File: config.mk
export PLATFORM = sky130hd
export DESIGN_NAME = fir_burst_stim
export DESIGN_NICKNAME = d
export VERILOG_FILES = /design/src/rtl/fir_burst_stim.sv
export SDC_FILE = /design/constraint.sdc
export NUM_CORES = 1
export LEC_CHECK = 0
export ABC_AREA = 1
export BUFFER_PORTS_ARGS = -buffer_cell sky130_fd_sc_hd__buf_4
export CAP_MARGIN = 20
export CELL_PAD_IN_SITES_DETAIL_PLACEMENT = 1
export CELL_PAD_IN_SITES_GLOBAL_PLACEMENT = 1
export CORE_ASPECT_RATIO = 0.5
export CORE_MARGIN = 5
export CORE_UTILIZATION = 44
export DETAILED_ROUTE_END_ITERATION = 10
export PLACE_DENSITY_LB_ADDON = 0.1
export SLEW_MARGIN = 20
export SYNTH_ARGS = -nofsm -noshare
export SYNTH_HDL_FRONTEND = slang
export SYNTH_SLANG_ARGS = --single-unit
File: constraint.sdc
create_clock -name clk -period 4.1 [get_ports clk]
set_clock_uncertainty 0.1 [all_clocks]
set_input_delay 0.41 -clock clk [delete_from_list [all_inputs] [get_ports clk]]
set_output_delay 0.41 -clock clk [all_outputs]
set_load 0.01 [all_outputs]
File: src/rtl/fir_burst_stim.sv
`default_nettype none
// ============================================================================
// Module   : fir_burst_stim
// Purpose  : Burst stimulus generator for a FIR datapath. Emits bursts of
//            zero / ramp / LFSR / toggle samples separated by idle gaps,
//            for a fixed number of bursts or until stopped.
// Revision : 1.0 - initial release
// ============================================================================
module fir_burst_stim #(
    parameter logic [31:0] LFSR_SEED = 32'hACE1_2468
) (
    input  logic        clk,
    input  logic        rst,
    input  logic        start,
    input  logic        stop,
    input  logic [15:0] burst_len,
    input  logic [15:0] gap_len,
    input  logic [7:0]  num_bursts,
    input  logic [1:0]  mode,
    output logic [31:0] outData,
    output logic        data_valid,
    output logic        busy,
    output logic        done,
    output logic [7:0]  burst_cnt
);

    localparam logic [31:0] c_lfsr_mask = 32'h8020_0003;
    localparam logic [31:0] c_tog_hi    = 32'h7FFF_FFFF;
    localparam logic [31:0] c_tog_lo    = 32'h8000_0000;
    localparam logic [1:0]  c_mode_zero = 2'd0;
    localparam logic [1:0]  c_mode_ramp = 2'd1;
    localparam logic [1:0]  c_mode_lfsr = 2'd2;

    typedef enum logic [1:0] {
        ST_IDLE  = 2'd0,
        ST_BURST = 2'd1,
        ST_GAP   = 2'd2,
        ST_DONE  = 2'd3
    } state_t;

    state_t      state_q, state_d;
    logic [15:0] cnt_q, cnt_d;            // samples emitted in burst / gap cycles elapsed
    logic [15:0] blen_q, blen_d;
    logic [15:0] glen_q, glen_d;
    logic [7:0]  nb_q, nb_d;
    logic [1:0]  mode_q, mode_d;
    logic [7:0]  burst_cnt_q, burst_cnt_d;
    // Pattern state holds the value for the NEXT sample to be emitted.
    logic [31:0] ramp_q, ramp_d;
    logic [31:0] lfsr_q, lfsr_d;
    logic        tog_q, tog_d;             // 0 -> next toggle sample is 7FFF_FFFF
    logic [31:0] out_data_q, out_data_d;
    logic        data_valid_q, data_valid_d;
    logic        busy_q, busy_d;
    logic        done_q, done_d;

    logic [15:0] eff_blen;
    logic [7:0]  burst_cnt_inc;
    logic        emit;
    logic        new_burst;
    logic        reseed;
    logic [1:0]  emit_mode;
    logic [31:0] pat_ramp;
    logic [31:0] pat_lfsr;
    logic        pat_tog;

    // Right-shifting Galois LFSR step; mask folds in when a 1 shifts out.
    function automatic logic [31:0] lfsr_step(input logic [31:0] x);
        lfsr_step = x[0] ? ((x >> 1) ^ c_lfsr_mask) : (x >> 1);
    endfunction

    assign eff_blen      = (blen_q == 16'd0) ? 16'd1 : blen_q;
    assign burst_cnt_inc = burst_cnt_q + 8'd1;

    // Next-state, counters and registered-output values.
    always_comb begin
        state_d      = state_q;
        cnt_d        = cnt_q;
        blen_d       = blen_q;
        glen_d       = glen_q;
        nb_d         = nb_q;
        mode_d       = mode_q;
        burst_cnt_d  = burst_cnt_q;
        ramp_d       = ramp_q;
        lfsr_d       = lfsr_q;
        tog_d        = tog_q;
        out_data_d   = 32'd0;
        data_valid_d = 1'b0;
        busy_d       = 1'b0;
        done_d       = 1'b0;
        emit         = 1'b0;
        new_burst    = 1'b0;
        reseed       = 1'b0;
        emit_mode    = mode_q;
        pat_ramp     = ramp_q;
        pat_lfsr     = lfsr_q;
        pat_tog      = tog_q;

        if (stop) begin
            state_d = ST_IDLE;
        end else begin
            unique case (state_q)
                ST_IDLE, ST_DONE: begin
                    if (start) begin
                        blen_d      = burst_len;
                        glen_d      = gap_len;
                        nb_d        = num_bursts;
                        mode_d      = mode;
                        burst_cnt_d = 8'd0;
                        reseed      = 1'b1;
                        emit        = 1'b1;
                        new_burst   = 1'b1;
                        cnt_d       = 16'd1;
                        state_d     = ST_BURST;
                    end
                end
                ST_BURST: begin
                    if (cnt_q == eff_blen) begin
                        burst_cnt_d = burst_cnt_inc;
                        cnt_d       = 16'd1;
                        if ((nb_q != 8'd0) && (burst_cnt_inc == nb_q)) begin
                            state_d = ST_DONE;
                        end else if (glen_q == 16'd0) begin
                            emit      = 1'b1;
                            new_burst = 1'b1;
                        end else begin
                            state_d = ST_GAP;
                        end
                    end else begin
                        emit  = 1'b1;
                        cnt_d = cnt_q + 16'd1;
                    end
                end
                ST_GAP: begin
                    if (cnt_q == glen_q) begin
                        emit      = 1'b1;
                        new_burst = 1'b1;
                        cnt_d     = 16'd1;
                        state_d   = ST_BURST;
                    end else begin
                        cnt_d = cnt_q + 16'd1;
                    end
                end
                default: state_d = ST_IDLE;
            endcase
        end

        // On start the freshly presented mode and reseeded patterns apply.
        if (reseed) begin
            emit_mode = mode;
            pat_ramp  = 32'd0;
            pat_lfsr  = LFSR_SEED;
        end
        if (new_burst) begin
            pat_tog = 1'b0;
        end

        if (emit) begin
            data_valid_d = 1'b1;
            ramp_d       = pat_ramp + 32'd1;
            lfsr_d       = lfsr_step(pat_lfsr);
            tog_d        = ~pat_tog;
            if (emit_mode == c_mode_zero) begin
                out_data_d = 32'd0;
            end else if (emit_mode == c_mode_ramp) begin
                out_data_d = pat_ramp;
            end else if (emit_mode == c_mode_lfsr) begin
                out_data_d = pat_lfsr;
            end else begin
                out_data_d = pat_tog ? c_tog_lo : c_tog_hi;
            end
        end

        busy_d = (state_d == ST_BURST) || (state_d == ST_GAP);
        done_d = (state_d == ST_DONE);
    end

    // State and output registers with asynchronous active-low reset.
    always_ff @(posedge clk or negedge rst) begin
        if (!rst) begin
            state_q      <= ST_IDLE;
            cnt_q        <= 16'd0;
            blen_q       <= 16'd0;
            glen_q       <= 16'd0;
            nb_q         <= 8'd0;
            mode_q       <= 2'd0;
            burst_cnt_q  <= 8'd0;
            ramp_q       <= 32'd0;
            lfsr_q       <= LFSR_SEED;
            tog_q        <= 1'b0;
            out_data_q   <= 32'd0;
            data_valid_q <= 1'b0;
            busy_q       <= 1'b0;
            done_q       <= 1'b0;
        end else begin
            state_q      <= state_d;
            cnt_q        <= cnt_d;
            blen_q       <= blen_d;
            glen_q       <= glen_d;
            nb_q         <= nb_d;
            mode_q       <= mode_d;
            burst_cnt_q  <= burst_cnt_d;
            ramp_q       <= ramp_d;
            lfsr_q       <= lfsr_d;
            tog_q        <= tog_d;
            out_data_q   <= out_data_d;
            data_valid_q <= data_valid_d;
            busy_q       <= busy_d;
            done_q       <= done_d;
        end
    end

    assign outData    = out_data_q;
    assign data_valid = data_valid_q;
    assign busy       = busy_q;
    assign done       = done_q;
    assign burst_cnt  = burst_cnt_q;

endmodule
`default_nettype wire

==> qor.csv, run 1 <==
metric;value;unit
drt initial violations;424;
Overflow after GRT;0;
synthesized area;8920;um^2
MaxCap Viol Count;0;
mean routed wirelength per cell;18.2;um
CP dominant cell by count;nand2_1;
worst-case reg-to-reg path depth;18;
Worst path depth;18;
drt first pass iters;5;
clock root cell;clkbuf_16;
die area;23400;um^2
family with the most delay on the worst path;simple AND/OR/NAND/NOR gates;
Most used DFF post-synth;dfrtp_1;
Synth top cells by count;nand2_1 (392), dfrtp_1 (155), nor2_1 (94), inv_1 (83), o21ai_0 (53);
Slew @ Worst Pin;0.894;ns
register area share after synthesis;47.3;%
Remaining DRCs;0;
total track usage;23.9;%
Critical Path Slowest Stage Cell;dfrtp_1;
delay of the slowest critical-path stage;0.40;ns
CP startpoint;state_q[0]$_DFF_PN0_;
Post-Place Cells;1449;
total power;5.16;mW
reg2reg setup slack;0.54;ns
Final Setup Violations;0;
Placeable Area;19700;um^2
top-area cell type share of the netlist area;43.5;%
crit path capture;ramp_q[30]$_DFFE_PN0P_;
Max Slew Vio Count;0;
input/output buffers;88;
number of synthesized flops with an enable pin;0;
gp weighted congestion;0.926;
Std-Cell Rows;36;
largest family of logic cells by synthesized area;simple AND/OR/NAND/NOR gates;
Fin Setup TNS;0;ns
number of buffers created by CTS;17;
DP HPWL;18300;um
count leader, synth;nand2_1;
Final period util;86.8;%
Post-Synthesis Cells;1137;
Top Ports;89;
LEAKAGE;4.88;nW
run status;completed;
crit path launch type;flop;
Routed WL;27000;um
reg2reg start;state_q[0]$_DFF_PN0_;
via count;7849;
xor/xnor share of the synthesized area;6.87;%
first-pass GRT wire length;44900;um
Synth area leaders;dfrtp_1 (43%), nand2_1 (16%), nor2_1 (4.0%);
Post-CTS Setup Bufs;0;
share of cells above drive strength 1;15.1;%
post-route ant nets;0;
clock-pin slew on the worst setup and hold paths;0.07;ns
post-synthesis average cell area;7.85;um^2
footprint of the multi-input gates;4080;um^2
Hold Crit Class;in -> reg;
post-route minimum period;3.56;ns
largest net degree at the start of global routing;106;
Fin. Hold Viols;0;
post-synthesis compound-gate area fraction;8.96;%
synthesized flop and latch total;168;
Antenna Cells;0;
setup ws final;0.540;ns
area occupied by registers;4220;um^2
number of unique standard cell types used by synthesis;43;
post-layout util;53.0;%
Worst slew margin;40.1;%
portion of netlist area occupied by mux cells;0;%
Crit. End Element;flop;
Critical Path RT;4.33;ns
vias in the first global route;8447;
initial antenna violation count;0;
Post-Synth Adder-Cell Area;0.842;%
WS Path Type;reg -> reg;
area growth from synthesis to layout;16.9;%
Die Height;111;um
RSZ-0062 raised after global routing;no;
synth warn;0;
Max VDD drop;0.000315;V
Synth Area in Simple Gates;29.0;%
Post-Layout Cell Count;1482;
Post-Syn Nets;1189;
worst-path cell chain;inv_1 -> ha_1 -> nand3_4 -> inv_2 -> nor2_1 -> ha_1 -> nand2_1 -> nor2_2 -> nand3_1 -> nor2_2 -> nand2_1 -> nor2_2 -> nand4_2 -> nor2_2 -> nand2_1 -> xor2_1 -> nand2_1 -> nand2_1;
Buf/Inv on CP;2;
initial core utilization;45.3;%
Clock Tree Buf Depth;2;
Max Freq;0.281;GHz
Die X;211;um
crit path max fanout;13;
arrival time of the worst setup path;3.79;ns
pwr dens;495;nW/um^2
DR vias/cell;5.30;
Post-synth ARST share;100;%
largest area contributor in the netlist;dfrtp_1;
worst r2r dst;ramp_q[30]$_DFFE_PN0P_;
clock sink count;168;
H-tree levels;4;
fin nets;1255;
filler instances;2378;
dpl ws;0.716;ns
clock latency on the worst-skew pair;0.45;ns
CTS tree;yes;
==> state kept, by name (all words and copies together) (netlist names), 2 cells and up <==
name,flops
state_q,2
glen_q,16
cnt_q,16
mode_q,2
lfsr_q,32
nb_q,8
outData,32
burst_cnt,8
ramp_q,32
blen_q,16
==> placed cells by master (no fill, tap or decap), drive strengths merged, types with 30 or more instances in the layout <==
| cell type | count |
|---|---|
| xnor2 | 30 |
| buf | 100 |
| xor2 | 40 |
| nor2 | 102 |
| o21ai | 88 |
| inv | 87 |
| dfrtp | 155 |
| a21oi | 36 |
| nand2 | 394 |
| nand4 | 35 |
| nand3 | 48 |
==> cells by family after synthesis <==
group / Yosys count
AO/OA/AOI/OAI: 142
AND/OR/NAND/NOR: 611
XOR/XNOR: 70
flip-flops: 168
adder cells (fa/ha/maj): 6
buffers and inverters: 140
==> layout make-up <==
type	count	share of cell area, %
sequential	168	40.5
multi-input combinational	829	39.2
timing repair buffer	101	7.57
clock buffer	20	4.38
tap	266	3.19
inverter	86	3.10
clock inverter	12	2.11
==> per-stage QoR <==
stage	instance area, um^2	hold WS (ns)
final	10400	0.0515
after global routing	10400	0.0281
after CTS	10400	0.0311
after detailed placement	9740	0.364
after global placement	9740	0.361
after floorplan	8920	0.0144
==> how the worst min path moves through the flow <==
stage	endpoint	slack (ns)	depth (start not counted)	start
finish	glen_q[14]$_DFFE_PN0P_	0.05	3	gap_len[14]
global route	blen_q[7]$_DFFE_PN0P_	0.03	3	burst_len[7]
CTS	glen_q[0]$_DFFE_PN0P_	0.03	3	gap_len[0]
detailed placement	tog_q$_DFFE_PN0P_	0.36	2	tog_q$_DFFE_PN0P_
global placement	tog_q$_DFFE_PN0P_	0.36	2	tog_q$_DFFE_PN0P_
floorplan	blen_q[0]$_DFFE_PN0P_	0.01	0	rst
==> per-layer routing <==
metal | up-vias | track usage [%] | wire (um)
met5 | - | 0 | 0
met4 | 0 | 5.70 | 322
met3 | 29 | 6.28 | 1180
met2 | 130 | 40.0 | 13200
met1 | 3915 | 31.1 | 12300
li1 | 3775 | - | -
==> report_power, final <==
| group | internal, mW | switching (mW) |
|---|---|---|
| clock | 1.17 | 0.709 |
| combinational | 0.417 | 0.726 |
| sequential | 1.95 | 0.188 |
==> tightest hold or removal path, cell delays in order <==
cell	delay [ns]
buf_4	0.08
nand2_1	0.04
nand2_1	0.05
==> repair_timing <==
item,4_1_cts,5_1_grt
gates resized for setup,0,0
hold endpoints to repair,71,0
hold buffers,1,0
setup endpoints to repair,0,0
Power figures use the tool's default switching activity.
==> run 2, diff against run 1 <==
--- a/config.mk
+++ b/config.mk
@@ -15,6 +15,7 @@
 export CORE_UTILIZATION = 44
 export DETAILED_ROUTE_END_ITERATION = 10
 export PLACE_DENSITY_LB_ADDON = 0.1
+export REMOVE_ABC_BUFFERS = 1
 export SLEW_MARGIN = 20
 export SYNTH_ARGS = -nofsm -noshare
 export SYNTH_HDL_FRONTEND = slang
==> qor.csv, run 2 (synthesis gave the netlist of run 1 again) <==
metric;value;unit
post-CTS resize count;0;
Die X;211;um
Remaining DRCs;0;
H-tree levels;4;
family with the most delay on the worst path;simple AND/OR/NAND/NOR gates;
Placeable Area;19700;um^2
worst-path cell chain;inv_1 -> ha_1 -> nand3_4 -> inv_2 -> nor2_1 -> ha_1 -> nand2_1 -> nor2_2 -> nand3_1 -> nor2_2 -> nand2_1 -> nor2_2 -> nand4_2 -> nor2_2 -> nand2_1 -> xor2_1 -> nand2_1 -> nand2_1;
CP dominant cell by count;nand2_1;
input/output buffers;88;
DR vias/cell;5.27;
arrival time of the worst setup path;3.57;ns
clock latency on the worst-skew pair;0.44;ns
Fin Setup TNS;0;ns
run status;finished with violations;
Top Ports;89;
crit path max fanout;19;
post-route minimum period;3.35;ns
failing checks;hold timing;
pwr dens;467;nW/um^2
Max Slew Vio Count;0;
post-route ant nets;0;
clock root cell;clkbuf_16;
Max Freq;0.299;GHz
gp weighted congestion;0.831;
dpl ws;0.753;ns
Critical Path Slowest Stage Cell;dfrtp_1;
Hold Slack;-0.0600;ns
area growth from synthesis to layout;15.8;%
Die Height;111;um
Post-Layout Cell Count;1484;
Slew @ Worst Pin;0.893;ns
Crit. End Element;flop;
Routed WL;25300;um
Hold Crit Class;in -> async;
WS Path Type;reg -> reg;
Final Setup Violations;0;
number of buffers created by CTS;17;
Post-CTS Setup Bufs;0;
via count;7822;
CTS tree;yes;
Overflow after GRT;0;
most frequent cells in the layout;nand2_1 (392), dfrtp_1 (155), buf_4 (102);
share of cells above drive strength 1;15.4;%
Clock Tree Buf Depth;2;
mean routed wirelength per cell;17.0;um
die area;23400;um^2
largest net degree at the start of global routing;125;
fin nets;1258;
crit path launch type;flop;
Final period util;81.6;%
filler instances;2477;
RSZ-0062 raised after global routing;no;
first-pass GRT wire length;42900;um
footprint of the multi-input gates;4080;um^2
clock sink count;168;
Post-Place Cells;1453;
Antenna Cells;0;
initial core utilization;45.3;%
Worst slew margin;40.5;%
drt initial violations;412;
vias in the first global route;8353;
clock-pin slew on the worst setup and hold paths;0.07;ns
Max VDD drop;0.000299;V
delay of the slowest critical-path stage;0.37;ns
setup ws final;0.755;ns
commonest non-fill, non-tap cell in the layout;nand2_1;
Buf/Inv on CP;2;
total track usage;22.2;%
drt first pass iters;4;
area occupied by registers;4220;um^2
MaxCap Viol Count;0;
Fin. Hold Viols;37;
DP HPWL;17400;um
LEAKAGE;4.83;nW
# hold bufs at CTS;0;
Critical Path RT;4.32;ns
Std-Cell Rows;36;
initial antenna violation count;0;
-- run 2: cell count changes in the layout (fill, tap and decap cells not counted), sizes merged --
cell	before	now
bufinv	6	1
buf	100	104
clkinvlp	1	3
clkbuf	20	21
clkinv	4	5
dlygate4sd3	1	0
-- run 2: path summary, 6_finish.rpt --
check	end	startpoint	depth (start not counted)	slack (ns)
max	ramp_q[30]$_DFFE_PN0P_	state_q[0]$_DFF_PN0_	18	0.75
min	blen_q[3]$_DFFE_PN0P_	rst	1	-0.06
max reg2reg	ramp_q[30]$_DFFE_PN0P_	state_q[0]$_DFF_PN0_	18	0.75
min reg2reg	lfsr_q[27]$_DFFE_PN1P_	lfsr_q[27]$_DFFE_PN1P_	2	0.38
max in group asynchronous	lfsr_q[31]$_DFFE_PN1P_	rst	2	2.89
min in group clk	blen_q[13]$_DFFE_PN0P_	burst_len[13]	3	0.07
-- run 2: area by class of cell --
cell class	count	area share [%]
flip-flops and latches	168	40.9
multi-input cells	829	39.5
repair buffers	104	7.72
clock buffers	21	4.65
well taps	266	3.22
inverters	86	3.13
clock inverters	10	0.908
-- run 2: stage by stage --
| step | utilization (%) | total power, mW | cell area (um^2) |
|---|---|---|---|
| detailed placement | 49.6 | 3.28 | 9760 |
| CTS | 52.5 | 4.88 | 10300 |
| floorplan | - | 2.83 | 8620 |
| finish | 52.5 | 4.82 | 10300 |
| global route | 52.5 | 5.12 | 10300 |
| global placement | 49.6 | 3.23 | 9760 |
-- run 2: layer usage --
layer | part of all wire [%] | routed length [um] | GRT usage, % | vias up
li1 | - | - | - | 3791
met1 | 46 | 11700 | 30.6 | 3899
met2 | 49 | 12400 | 37.1 | 107
met3 | 3.6 | 911 | 3.85 | 25
met4 | 1.0 | 259 | 4.76 | 0
met5 | 0 | 0 | 0 | -
-- run 2: power by group --
| group | internal (mW) | leakage (nW) | switching [mW] |
|---|---|---|---|
| sequential | 1.95 | 2.19 | 0.182 |
| combinational | 0.420 | 2.37 | 0.699 |
| clock | 0.897 | 0.277 | 0.677 |
==> run 3, diff against run 2 <==
==> constraint.sdc (replaced) <==
create_clock -name clk -period 3.1 [get_ports clk]
set_clock_uncertainty 0.1 [all_clocks]
set_input_delay 0.31 -clock clk [delete_from_list [all_inputs] [get_ports clk]]
set_output_delay 0.31 -clock clk [all_outputs]
set_load 0.01 [all_outputs]
==> qor.csv, run 3 (synthesis gave the netlist of run 1 again) <==
metric;value;unit
first-pass GRT wire length;44900;um
vias in the first global route;8918;
Placeable Area;19700;um^2
clock-pin slew on the worst setup and hold paths;0.06;ns
worst-case reg-to-reg path depth;18;
run status;completed;
Slew @ Worst Pin;0.975;ns
hold depth;3;
Gate power share;24.3;%
largest net degree at the start of global routing;96;
Sw Share;32.0;%
dpl ws;0.0934;ns
Remaining DRCs;0;
CP dominant cell by count;nand2_1;
Antenna Cells;0;
Crit. End Element;flop;
clock root cell;clkbuf_16;
MaxCap Viol Count;0;
worst-path cell chain;inv_1 -> ha_2 -> nand3_4 -> inv_2 -> nor2_2 -> ha_2 -> nand2_1 -> nor2_2 -> nand3_2 -> nor2_4 -> nand2_2 -> nor2_4 -> nand4_4 -> nor2_4 -> nand2_1 -> xor2_1 -> nand2_1 -> nand2_1;
Routed WL;27700;um
initial antenna violation count;0;
input/output buffers;88;
family with the most delay on the worst path;simple AND/OR/NAND/NOR gates;
share of cells above drive strength 1;16.4;%
Buf/Inv on CP;2;
RSZ-0062 raised after global routing;no;
Seq pwr share;42.4;%
crit path launch type;flop;
WS Path Type;reg -> reg;
Fin Setup TNS;0;ns
Die X;211;um
DP HPWL;17800;um
H-tree levels;4;
LEAKAGE;5.11;nW
Top Ports;89;
Max Slew Vio Count;0;
arrival time of the worst setup path;3.12;ns
Die Height;111;um
total track usage;23.6;%
Hold Crit Class;in -> reg;
Worst path depth;18;
Final period util;92.9;%
Overflow after GRT;0;
gp weighted congestion;0.896;
number of buffers created by CTS;17;
DR vias/cell;5.31;
Clock Tree Buf Depth;2;
area post-placement;9880;um^2
CTS tree;yes;
post-route cell area;11000;um^2
met2 usage;40.4;%
Std-Cell Rows;36;
filler instances;2383;
Critical Path RT;3.34;ns
via count;8177;
total power;6.63;mW
fin nets;1314;
post-route ant nets;0;
Clock Power Share;33.3;%
Post-CTS Setup Bufs;0;
Fin. Hold Viols;0;
Max Freq;0.347;GHz
reg2reg setup slack;0.22;ns
Hold Slack;0.0524;ns
clock latency on the worst-skew pair;0.46;ns
Critical Path Slowest Stage Cell;dfrtp_1;
die area;23400;um^2
drt first pass iters;5;
clock sink count;168;
crit path max fanout;4;
Pint;4.51;mW
GR met1 Demand/Resource;30.0;%
initial core utilization;45.3;%
most frequent cells in the layout;nand2_1 (391), dfrtp_1 (155), buf_4 (111);
net load switching power;2.12;mW
commonest non-fill, non-tap cell in the layout;nand2_1;
Final Setup Violations;0;
M3 GR Usage;4.92;%
pwr dens;601;nW/um^2
mean routed wirelength per cell;18.0;um
post-route minimum period;2.88;ns
setup ws final;0.222;ns
Worst slew margin;34.7;%
GRT busiest layer;met2;
drt initial violations;510;
area growth from synthesis to layout;23.6;%
delay of the slowest critical-path stage;0.39;ns
Max VDD drop;0.000410;V
run 3: per-layer routing:
layer,vias up,share of wire [%]
li1,3897,-
met1,4106,45
met2,142,49
met3,32,3.5
met4,0,1.8
met5,-,0
run 3: area by class of cell:
cell class                 count  area [um^2]  share of cell area (%)
timing repair buffer         159         1400                    12.7
inverter                      86          327                    2.96
timing repair inverter         1         7.51                  0.0681
sequential                   168         4220                    38.3
clock inverter                 9          125                    1.14
tap                          266          333                    3.02
multi-input combinational    829         4140                    37.6
clock buffer                  22          464                    4.21
run 3: worst min-delay path: cells and delay by family:
family	cells	cell delay [ns]
buffers and inverters	1	0.08
and+or+nand+nor	2	0.17
run 3: path summary, 6_finish.rpt:
kind | from | endpoint
worst max-delay path | state_q[0]$_DFF_PN0_ | ramp_q[30]$_DFFE_PN0P_
worst min-delay path | mode[0] | mode_q[0]$_DFFE_PN0P_
worst max register to register | state_q[0]$_DFF_PN0_ | ramp_q[30]$_DFFE_PN0P_
worst min register to register | lfsr_q[29]$_DFFE_PN1P_ | lfsr_q[29]$_DFFE_PN1P_
max in group asynchronous | rst | lfsr_q[29]$_DFFE_PN1P_
min in group asynchronous | rst | blen_q[11]$_DFFE_PN0P_
run 3: through the flow:
| step | std cells | util (%) |
|---|---|---|
| floorplan | 1083 | - |
| global placement | 1465 | 50.2 |
| detailed placement | 1465 | 50.2 |
| CTS | 1537 | 55.3 |
| global route | 1540 | 56.0 |
| finish | 1540 | 56.0 |
run 3: power groups by stage:
stage / Clock (mW) / Sequential, mW / Combinational, mW
after global placement: 0 / 2.83 / 1.46
after CTS: 2.23 / 2.81 / 1.58
after floorplan: 0 / 2.81 / 0.935
final: 2.21 / 2.81 / 1.61
after detailed placement: 0 / 2.84 / 1.52
after global routing: 2.34 / 2.85 / 1.80
run 3: what timing repair did:
action                                  CTS  global route
endpoints found under the setup margin    0            16
resized for setup                         0            18
hold buffers                             41             0
hold endpoints to repair                104             0
